<file path="config.mk">
export PLATFORM = sky130hd
export DESIGN_NAME = sd_spi_cmd_engine
export DESIGN_NICKNAME = d
export VERILOG_FILES = /design/src/rtl/sd_spi_cmd_engine.sv
export SDC_FILE = /design/constraint.sdc
export NUM_CORES = 1
export LEC_CHECK = 0
export BUFFER_PORTS_ARGS = -buffer_cell sky130_fd_sc_hd__clkbuf_2
export CORE_UTILIZATION = 50
export DETAILED_ROUTE_END_ITERATION = 8
export PLACE_DENSITY_LB_ADDON = 0.1
export SKIP_CTS_REPAIR_TIMING = 1
export SLEW_MARGIN = 30
export SYNTH_ARGS = -nofsm -noshare
export SYNTH_HDL_FRONTEND = slang
export SYNTH_SLANG_ARGS = --single-unit
</file>
<file path="constraint.sdc">
create_clock -name clk -period 2.7 [get_ports clk]
set_clock_uncertainty 0.05 [all_clocks]
set_input_delay 0 -clock clk [delete_from_list [all_inputs] [get_ports clk]]
set_output_delay 0 -clock clk [all_outputs]
set_load 0.01 [all_outputs]
</file>
<file path="src/rtl/sd_spi_cmd_engine.sv">
// rtl/sd_spi_cmd_engine.sv - SD-over-SPI command engine: CRC7 command frame, R1 poll, optional R3/R7 tail
module sd_spi_cmd_engine #(
    parameter int CLK_DIV      = 4,
    parameter int INIT_BYTES   = 10,
    parameter int RESP_TIMEOUT = 8
) (
    input  logic        clk,
    input  logic        rst_n,
    input  logic        cmd_start,
    input  logic        init_mode,
    input  logic [5:0]  cmd_index,
    input  logic [31:0] cmd_arg,
    input  logic        resp_long,
    output logic        busy,
    output logic        cmd_done,
    output logic        timeout_err,
    output logic [7:0]  resp_r1,
    output logic [31:0] resp_data,
    output logic        spi_clk,
    output logic        mosi,
    input  logic        miso,
    output logic        cs
);

    localparam int             DW        = $clog2(CLK_DIV);
    localparam logic [DW-1:0]  DIV_LAST  = DW'(CLK_DIV - 1);
    localparam logic [7:0]     INIT_LAST = 8'(INIT_BYTES - 1);
    localparam logic [7:0]     POLL_LAST = 8'(RESP_TIMEOUT - 1);

    typedef enum logic [2:0] {
        S_IDLE, S_PREAMBLE, S_CMD_TX, S_RESP_WAIT, S_RESP_RX, S_TRAIL, S_DONE
    } state_t;

    state_t         state_q, state_d;
    logic [DW-1:0]  div_q, div_d;
    logic           sclk_q, sclk_d;
    logic [2:0]     bit_q, bit_d;
    logic [7:0]     tx_q, tx_d;
    logic [7:0]     rx_q, rx_d;
    logic [7:0]     cnt_q, cnt_d;
    logic [47:0]    cmd_q, cmd_d;
    logic           long_q, long_d;
    logic           cs_q, cs_d;
    logic [7:0]     r1_q, r1_d;
    logic [31:0]    data_q, data_d;
    logic           tmo_q, tmo_d;

    logic           active, rise, fall, byte_end;
    logic [39:0]    crc_in;
    logic [47:0]    frame;

    function automatic logic [6:0] crc7(input logic [39:0] d);
        logic [6:0] c;
        logic       fb;
        c = '0;
        for (int i = 39; i >= 0; i--) begin
            fb = d[i] ^ c[6];
            c  = {c[5:0], 1'b0} ^ (fb ? 7'h09 : 7'h00);
        end
        return c;
    endfunction

    assign crc_in   = {2'b01, cmd_index, cmd_arg};
    assign frame    = {crc_in, crc7(crc_in), 1'b1};
    assign active   = state_q inside {S_PREAMBLE, S_CMD_TX, S_RESP_WAIT, S_RESP_RX, S_TRAIL};
    assign rise     = active && !sclk_q && (div_q == DIV_LAST);
    assign fall     = active && sclk_q && (div_q == DIV_LAST);
    assign byte_end = fall && (bit_q == 3'd7);

    always_comb begin
        state_d = state_q;
        div_d   = div_q;
        sclk_d  = sclk_q;
        bit_d   = bit_q;
        tx_d    = tx_q;
        rx_d    = rx_q;
        cnt_d   = cnt_q;
        cmd_d   = cmd_q;
        long_d  = long_q;
        r1_d    = r1_q;
        data_d  = data_q;
        tmo_d   = tmo_q;

        // Bit engine: a byte ends with spi_clk low and all counters wrapped to zero.
        if (active) begin
            div_d = (div_q == DIV_LAST) ? '0 : div_q + 1'b1;
            if (rise) begin
                sclk_d = 1'b1;
                rx_d   = {rx_q[6:0], miso};
            end
            if (fall) begin
                sclk_d = 1'b0;
                bit_d  = bit_q + 3'd1;
                tx_d   = {tx_q[6:0], 1'b1};
            end
            if (byte_end) cnt_d = cnt_q + 8'd1;
        end

        case (state_q)
            S_IDLE: begin
                if (cmd_start) begin
                    cmd_d  = frame;
                    long_d = resp_long;
                    tmo_d  = 1'b0;
                    data_d = '0;
                    cnt_d  = '0;
                    if (init_mode) begin
                        state_d = S_PREAMBLE;
                        tx_d    = 8'hFF;
                    end else begin
                        state_d = S_CMD_TX;
                        tx_d    = frame[47:40];
                    end
                end
            end
            S_PREAMBLE: begin
                if (byte_end && cnt_q == INIT_LAST) begin
                    state_d = S_CMD_TX;
                    cnt_d   = '0;
                    tx_d    = cmd_q[47:40];
                end
            end
            S_CMD_TX: begin
                if (byte_end) begin
                    if (cnt_q == 8'd5) begin
                        state_d = S_RESP_WAIT;
                        cnt_d   = '0;
                        tx_d    = 8'hFF;
                    end else begin
                        cmd_d = {cmd_q[39:0], 8'h00};
                        tx_d  = cmd_q[39:32];
                    end
                end
            end
            S_RESP_WAIT: begin
                if (byte_end) begin
                    if (!rx_q[7]) begin
                        r1_d    = rx_q;
                        cnt_d   = '0;
                        state_d = long_q ? S_RESP_RX : S_TRAIL;
                    end else if (cnt_q == POLL_LAST) begin
                        r1_d    = 8'hFF;
                        tmo_d   = 1'b1;
                        cnt_d   = '0;
                        state_d = S_TRAIL;
                    end
                end
            end
            S_RESP_RX: begin
                if (byte_end) begin
                    data_d = {data_q[23:0], rx_q};
                    if (cnt_q == 8'd3) begin
                        cnt_d   = '0;
                        state_d = S_TRAIL;
                    end
                end
            end
            S_TRAIL: begin
                if (byte_end) state_d = S_DONE;
            end
            S_DONE:  state_d = S_IDLE;
            default: state_d = S_IDLE;
        endcase

        cs_d = !(state_d inside {S_CMD_TX, S_RESP_WAIT, S_RESP_RX, S_TRAIL});
    end

    always_ff @(posedge clk or negedge rst_n) begin
        if (!rst_n) begin
            state_q <= S_IDLE;
            div_q   <= '0;
            sclk_q  <= 1'b0;
            bit_q   <= '0;
            tx_q    <= 8'hFF;
            rx_q    <= 8'hFF;
            cnt_q   <= '0;
            cmd_q   <= '0;
            long_q  <= 1'b0;
            cs_q    <= 1'b1;
            r1_q    <= 8'hFF;
            data_q  <= '0;
            tmo_q   <= 1'b0;
        end else begin
            state_q <= state_d;
            div_q   <= div_d;
            sclk_q  <= sclk_d;
            bit_q   <= bit_d;
            tx_q    <= tx_d;
            rx_q    <= rx_d;
            cnt_q   <= cnt_d;
            cmd_q   <= cmd_d;
            long_q  <= long_d;
            cs_q    <= cs_d;
            r1_q    <= r1_d;
            data_q  <= data_d;
            tmo_q   <= tmo_d;
        end
    end

    // DONE is excluded from busy so a cmd_start in the done cycle is never taken.
    assign busy        = (state_q != S_IDLE) && (state_q != S_DONE);
    assign cmd_done    = (state_q == S_DONE);
    assign timeout_err = tmo_q;
    assign resp_r1     = r1_q;
    assign resp_data   = data_q;
    assign spi_clk     = sclk_q;
    assign mosi        = tx_q[7];
    assign cs          = cs_q;

endmodule

</file>
== After elaboration in Yosys (flattened, before gate mapping) ==
Index checks and enable logic that the tools add are counted.
W data, S select, Z words.

* Register bits after elaboration: 124
* Input port bits: 44
* Output and inout bits: 46
* Word-level logic and storage cells: 229

* $add $sub $neg: 3
* Eq/ne operators: 25
* Mux-type cells: 88
* Bitwise logic cells: 75
* Reduce and logical (&&, ||, !) cells: 25

{| class="wikitable"
|+ Operators with widths
! cell !! count
|-
| $xor A7 B4 Y7 || 36
|-
| $mux W8 || 20
|-
| $mux W4 || 38
|-
| $mux W48 || 3
|-
| $pmux W48 S2 || 1
|-
| $mux W32 || 2
|-
| $pmux W32 S2 || 1
|-
| $pmux W8 S5 || 1
|-
| $xor A1 B1 Y1 || 35
|-
| $mux W3 || 10
|-
| $pmux W8 S3 || 1
|-
| $eq A3 B3 Y1 const B || 6
|-
| $pmux W3 S6 || 1
|-
| $eq A8 B3 Y1 const B || 2
|-
| $eq A3 B2 Y1 const B || 4
|-
| $ne A2 B2 Y1 const B || 6
|-
| $add A8 B1 Y8 const B || 1
|-
| $eq A8 B2 Y1 const B || 1
|-
| $eq A8 B4 Y1 const B || 1
|-
| $reduce_and A2 Y1 || 4
|-
| $reduce_bool A2 Y1 || 4
|-
| $logic_and A1 B1 Y1 || 7
|-
| $mux W1 || 7
|-
| $reduce_and A3 Y1 || 2
|-
| 18 further kinds || 22
|}

== Depth between registers and ports, before layout ==
* Depth after elaboration: 111
* Depth in mapped cells: 9
* Gate-level depth less buffers: 8

== Worst setup path after synthesis ==
No wires, ideal clock.

* Path kind: reg-to-reg
* Start point: reg bit_q[0]
* End point: reg cnt_q[1]
* Setup time: 0.145 ns
* Arrival time: 2.250 ns
* Data required time: 2.505 ns
* Slack: 0.255 ns
* Stages on the path, launching flop included: 9
* Path buffers: 0
* Clock period less this slack: 2.445 ns
* Path through: dfrtp_1 -> ha_1 -> ha_1 -> nand3_1 -> a211oi_2 -> nand2_1 -> o41a_1 -> nor4_4 -> a211oi_1

* Cells in the longest elaborated chain, start to end: 8
* Elaborated cells on any way between the ends: 15
* Classes of those cells: eq/ne: 1; mux: 12; reduce/logical: 2

{| class="wikitable"
|+ Ends and longest elaborated chain
! element !! line !! RTL
|-
| start, declared || 37 || <nowiki>logic [2:0] bit_q, bit_d;</nowiki>
|-
| start signal, assigned || 187 || <nowiki>bit_q <= bit_d;</nowiki>
|-
| $eq A3 B3 Y1 (*) || 68 || <nowiki>assign byte_end = fall && (bit_q == 3'd7);</nowiki>
|-
| $logic_and A1 B1 Y1 (*) || 68 ||
|-
| $mux W8 || 96 || <nowiki>if (byte_end) cnt_d = cnt_q + 8'd1;</nowiki>
|-
| $mux W8 || 85 || <nowiki>if (active) begin</nowiki>
|-
| $mux W8 || 141 || <nowiki>end else if (cnt_q == POLL_LAST) begin</nowiki>
|-
| $mux W8 || 137 || <nowiki>if (!rx_q[7]) begin</nowiki>
|-
| $mux W8 || 136 || <nowiki>if (byte_end) begin</nowiki>
|-
| $pmux W8 S5 (*) || 99 || <nowiki>case (state_q)</nowiki>
|-
| net cnt_d[1] || 40 || <nowiki>logic [7:0] cnt_q, cnt_d;</nowiki>
|-
| end signal, assigned || 190 || <nowiki>cnt_q <= cnt_d;</nowiki>
|-
| end, declared || 40 ||
|}

Mark *: on every way through the listed nets, which the timed path passes. The rest lies on a longest branch.
A chain may end at the register's enable or synchronous reset.

== Worst setup path in the final report ==
* Start point: in cmd_index[5]
* End point: reg cmd_q[2]

* Cells in the longest elaborated chain, start to end: 58
* Elaborated cells on any way between the ends: 76
* Classes of those cells: mux: 21; bitwise: 55

{| class="wikitable"
|+ Ends and longest elaborated chain
! element !! line !! RTL
|-
| start, declared || 11 || <nowiki>input logic [5:0] cmd_index,</nowiki>
|-
| $mux W4 (*) || 58 || <nowiki>c = {c[5:0], 1'b0} ^ (fb ? 7'h09 : 7'h00);</nowiki>
|-
| $xor A6 B4 Y6 (*) || 58 ||
|-
| $xor A7 B4 Y7 (*) (2 in a row) || 58 ||
|-
| $xor A1 B1 Y1 || 57 || <nowiki>fb = d[i] ^ c[6];</nowiki>
|-
| $mux W4 || 58 ||
|-
| $xor A7 B4 Y7 (*) (4 in a row) || 58 ||
|-
| $xor A1 B1 Y1 || 57 ||
|-
| $mux W4 || 58 ||
|-
| [34 not listed] || -- ||
|-
| $xor A1 B1 Y1 || 57 ||
|-
| $mux W4 || 58 ||
|-
| $xor A7 B4 Y7 (*) (4 in a row) || 58 ||
|-
| $xor A1 B1 Y1 (*) || 57 ||
|-
| $mux W4 (*) || 58 ||
|-
| $xor A7 B4 Y7 (*) (2 in a row) || 58 ||
|-
| $mux W48 (*) || 101 || <nowiki>if (cmd_start) begin</nowiki>
|-
| $pmux W48 S2 (*) || 99 ||
|-
| end signal, assigned || 191 || <nowiki>cmd_q <= cmd_d;</nowiki>
|-
| end, declared || 41 || <nowiki>logic [47:0] cmd_q, cmd_d;</nowiki>
|}

Mark *: on every way between the ends. The rest lies on a longest branch, timed or not. The select of a mux whose other input is x is not followed.

==> flow_metrics.py <==
metrics = {
    "run_status": {
        "outcome": "complete, but fails checks",
        "violations": "negative hold slack",
    },
    "sta": {
        "period_needed_ns": 2.56,
        "setup_violations": 0,
        "fin_crit_sh_pct": 95.0,
        "rsz0062_at_grt": "no",
        "hold_viol": 25,
        "hold_slack_ns": -0.0342,
        "drv_slew": 0,
        "max_clock_freq_mhz": 390,
        "slew_headroom_pct": 54.4,
        "final.setup.tns_ns": 0,
        "worst-slew-pin-transition_ns": 0.679,
    },
    "logic_synthesis": {
        "synth_cells": 645,
        "async_flop_share_pct": 100,
        "synth_area_per_cell_um2": 10.2,
        "syn_area_um2": 6600,
        "synthesis.nets": 694,
        "ys.flop_type": "dfrtp_1",
        "yosysTopAreaCell": "dfrtp_1",
        "synth-edff-count": 0,
        "post-synth-top-count-cell": "nand2_1",
        "yosysWarnings": 0,
        "synth.distinct_cells": 58,
        "synthTopCellsByArea": "dfrtp_1 (38%), dfstp_2 (10%), nand2_1 (7.5%), o21ai_0 (6.5%), xnor2_1 (5.6%)",
        "synth_commonest_cells": "nand2_1 (132), dfrtp_1 (99), o21ai_0 (86)",
        "yosysTopAreaCellShare_pct": 37.5,
        "ys_ff_latch": 124,
        "synth_seq_area_share_pct": 47.5,
    },
    "drt": {
        "route.detailed.drc": 0,
        "via_count": 5155,
        "drt_iter0_markers": 385,
        "drt_pass1_iterations": 5,
        "routedWlPerCell_um": 16.3,
        "viasPerCell": 5.39,
        "totalWireLength_um": 15600,
        "ant_nets": 0,
    },
    "critical_path": {
        "reg2reg_depth": 7,
        "arrival_ns": 2.82,
        "regToRegEndpoint": "cnt_q[1]",
        "rrSetupSlack_ns": 0.21,
        "worstReg2RegStart": "cnt_q[5]",
        "crit_type": "in -> reg",
        "crit_fanout": 4,
        "critPathCaptureType": "flip-flop",
        "cp-start-kind": "input pin",
        "cp.required_ns": 2.96,
    },
    "clock_tree": {
        "clockBufferDepth": 2,
        "path_clk_slew_ns": 0.06,
        "cts_root_buf": "clkbuf_16",
        "cts_made_buffers": 17,
        "cts_tree": "yes",
        "cts.htree.levels": 4,
        "clk_latency_ns": 0.42,
        "cts.sinks": 124,
    },
    "min_path": {
        "hold-path-endpoint": "cmd_q[39]",
        "hold_class": "in -> reg",
        "hold_path_depth": 3,
        "min_from": "cmd_arg[31]",
    },
    "floorplan": {
        "dieHeight_um": 117,
        "rows": 41,
        "start_util_pct": 51.9,
        "pin_count": 90,
        "core_area_um2": 12700,
        "dieWidth_um": 117,
        "die_area_um2": 13700,
    },
    "place": {
        "globalplace.congestion": 0.888,
        "port_buffers": 89,
        "dp_hpwl_um": 10500,
    },
    "grt": {
        "grt_antenna_before_repair": 0,
        "grt_pass1_wl_um": 24300,
        "grt_pass1_vias": 4873,
        "grt_max_degree": 65,
        "track_usage_pct": 23.6,
        "grt.overflow.total": 0,
    },
    "power": {
        "power.total_uw": 5720,
        "intPower_uw": 4280,
        "ir_drop_mv": 0.419,
        "power_frac_clock_pct": 42.8,
        "swShare_pct": 25.1,
        "seq_power_share_pct": 34.8,
        "powerDensity_nw_per_um2": 686,
        "p_leak_uw": 0.00371,
        "p_comb_share_pct": 22.4,
        "p_switching_uw": 1440,
    },
    "layout": {
        "area_delta_synth_final_pct": 26.5,
        "final_util_pct": 65.6,
        "fillers": 1043,
        "diodes": 0,
        "drive_gt1_share_pct": 25.2,
        "num-nets-final": 821,
    },
    "flow_run": {
        "drv_cap": 0,
    },
}
## stage by stage
| stage | cell area, um2 | std cells | setup slack [ns] | hold WS, ns |
|---|---|---|---|---|
| detailed placement | 7300 | 884 | 0.0479 | -0.101 |
| floorplan | 6600 | 645 | 0.255 | -0.346 |
| global route | 8350 | 957 | 0.0790 | 0.0142 |
| CTS | 7940 | 916 | 0.0357 | -0.551 |
| finish | 8350 | 957 | 0.136 | -0.0342 |
| global placement | 7300 | 884 | 0.141 | -0.110 |
## flip-flops by register name (all words and copies together) (netlist names)
name and cells:
cnt_q 8, spi_clk 1, resp_data 32, cmd_q 48, tx_q 8, long_q 1
timeout_err 1, resp_r1 8, cs 1, rx_q 8, bit_q 3, div_q 2
state_q 3
## worst max-delay path by stage
stage / start / slack, ns / end
after floorplan: bit_q[0] / 0.25 / cnt_q[1]
after global placement: cnt_q[4] / 0.14 / cnt_q[2]
after detailed placement: cnt_q[5] / 0.05 / cnt_q[5]
after CTS: cnt_q[5] / 0.04 / cnt_q[5]
after global routing: cmd_index[5] / 0.08 / cmd_q[6]
final: cmd_index[5] / 0.14 / cmd_q[2]
## cell usage in the layout (no fill, tap or decap), types with 6 or more instances in the layout
cell type,count
a21oi_1,8
a22o_1,8
buf_4,15
clkbuf_16,17
clkbuf_2,88
dfrtp_1,99
dfstp_2,25
dlygate4sd3_1,40
inv_1,10
mux2_2,16
mux2i_1,34
nand2_1,131
nand2b_1,6
nand3_1,6
nand4_1,7
nor2_1,31
o21ai_0,86
o221ai_1,6
xnor2_1,42
xnor3_1,13
xor2_1,16
## power groups by stage
| stage | Clock [uW] | Sequential [uW] | Combinational (uW) |
|---|---|---|---|
| finish | 2450 | 1990 | 1280 |
| floorplan | 0 | 2020 | 968 |
| global route | 2590 | 2000 | 1370 |
| global placement | 0 | 2020 | 1210 |
| CTS | 2500 | 1990 | 1240 |
| detailed placement | 0 | 2020 | 1230 |
## worst max-delay path, stage by stage
cell and delay, ns:
dlygate4sd3_1 0.55, clkbuf_2 0.16, xor2_1 0.46, xor3_1 0.42
xor3_2 0.28, xnor2_1 0.24, xor3_1 0.50, a22o_1 0.20
## metal layers
layer	vias up	GRT usage, %	part of all wire [%]
met5	-	0	0
met4	0	8.95	1.7
met3	25	4.94	4.7
met2	153	38.2	50
met1	2496	31.2	44
li1	2481	-	-
## cell families (layout without fill, tap and decap cells)
| family | count (synthesis) | count (layout) | share of synthesized area [%] |
|---|---|---|---|
| AOI/OAI and AO/OA | 130 | 130 | 11.8 |
| and+or+nand+nor | 207 | 207 | 13.8 |
| xor gates and xnor gates | 79 | 79 | 14.8 |
| adders and majority gates | 5 | 5 | 0.948 |
| muxes | 50 | 50 | 7.89 |
| buffers and inverters | 50 | 190 | 3.26 |
| DFF | 124 | 124 | 47.5 |
## layout make-up
cell class                 instances  area [um2]  share of cell area [%]
clock inverter                    15         211                    2.53
timing repair buffer             148        1050                    12.6
inverter                          10        37.5                   0.450
sequential                       124        3130                    37.5
tap                              172         215                    2.58
multi-input combinational        471        3270                    39.2
clock buffer                      17         425                    5.10
(Power assumes the default switching activity.)
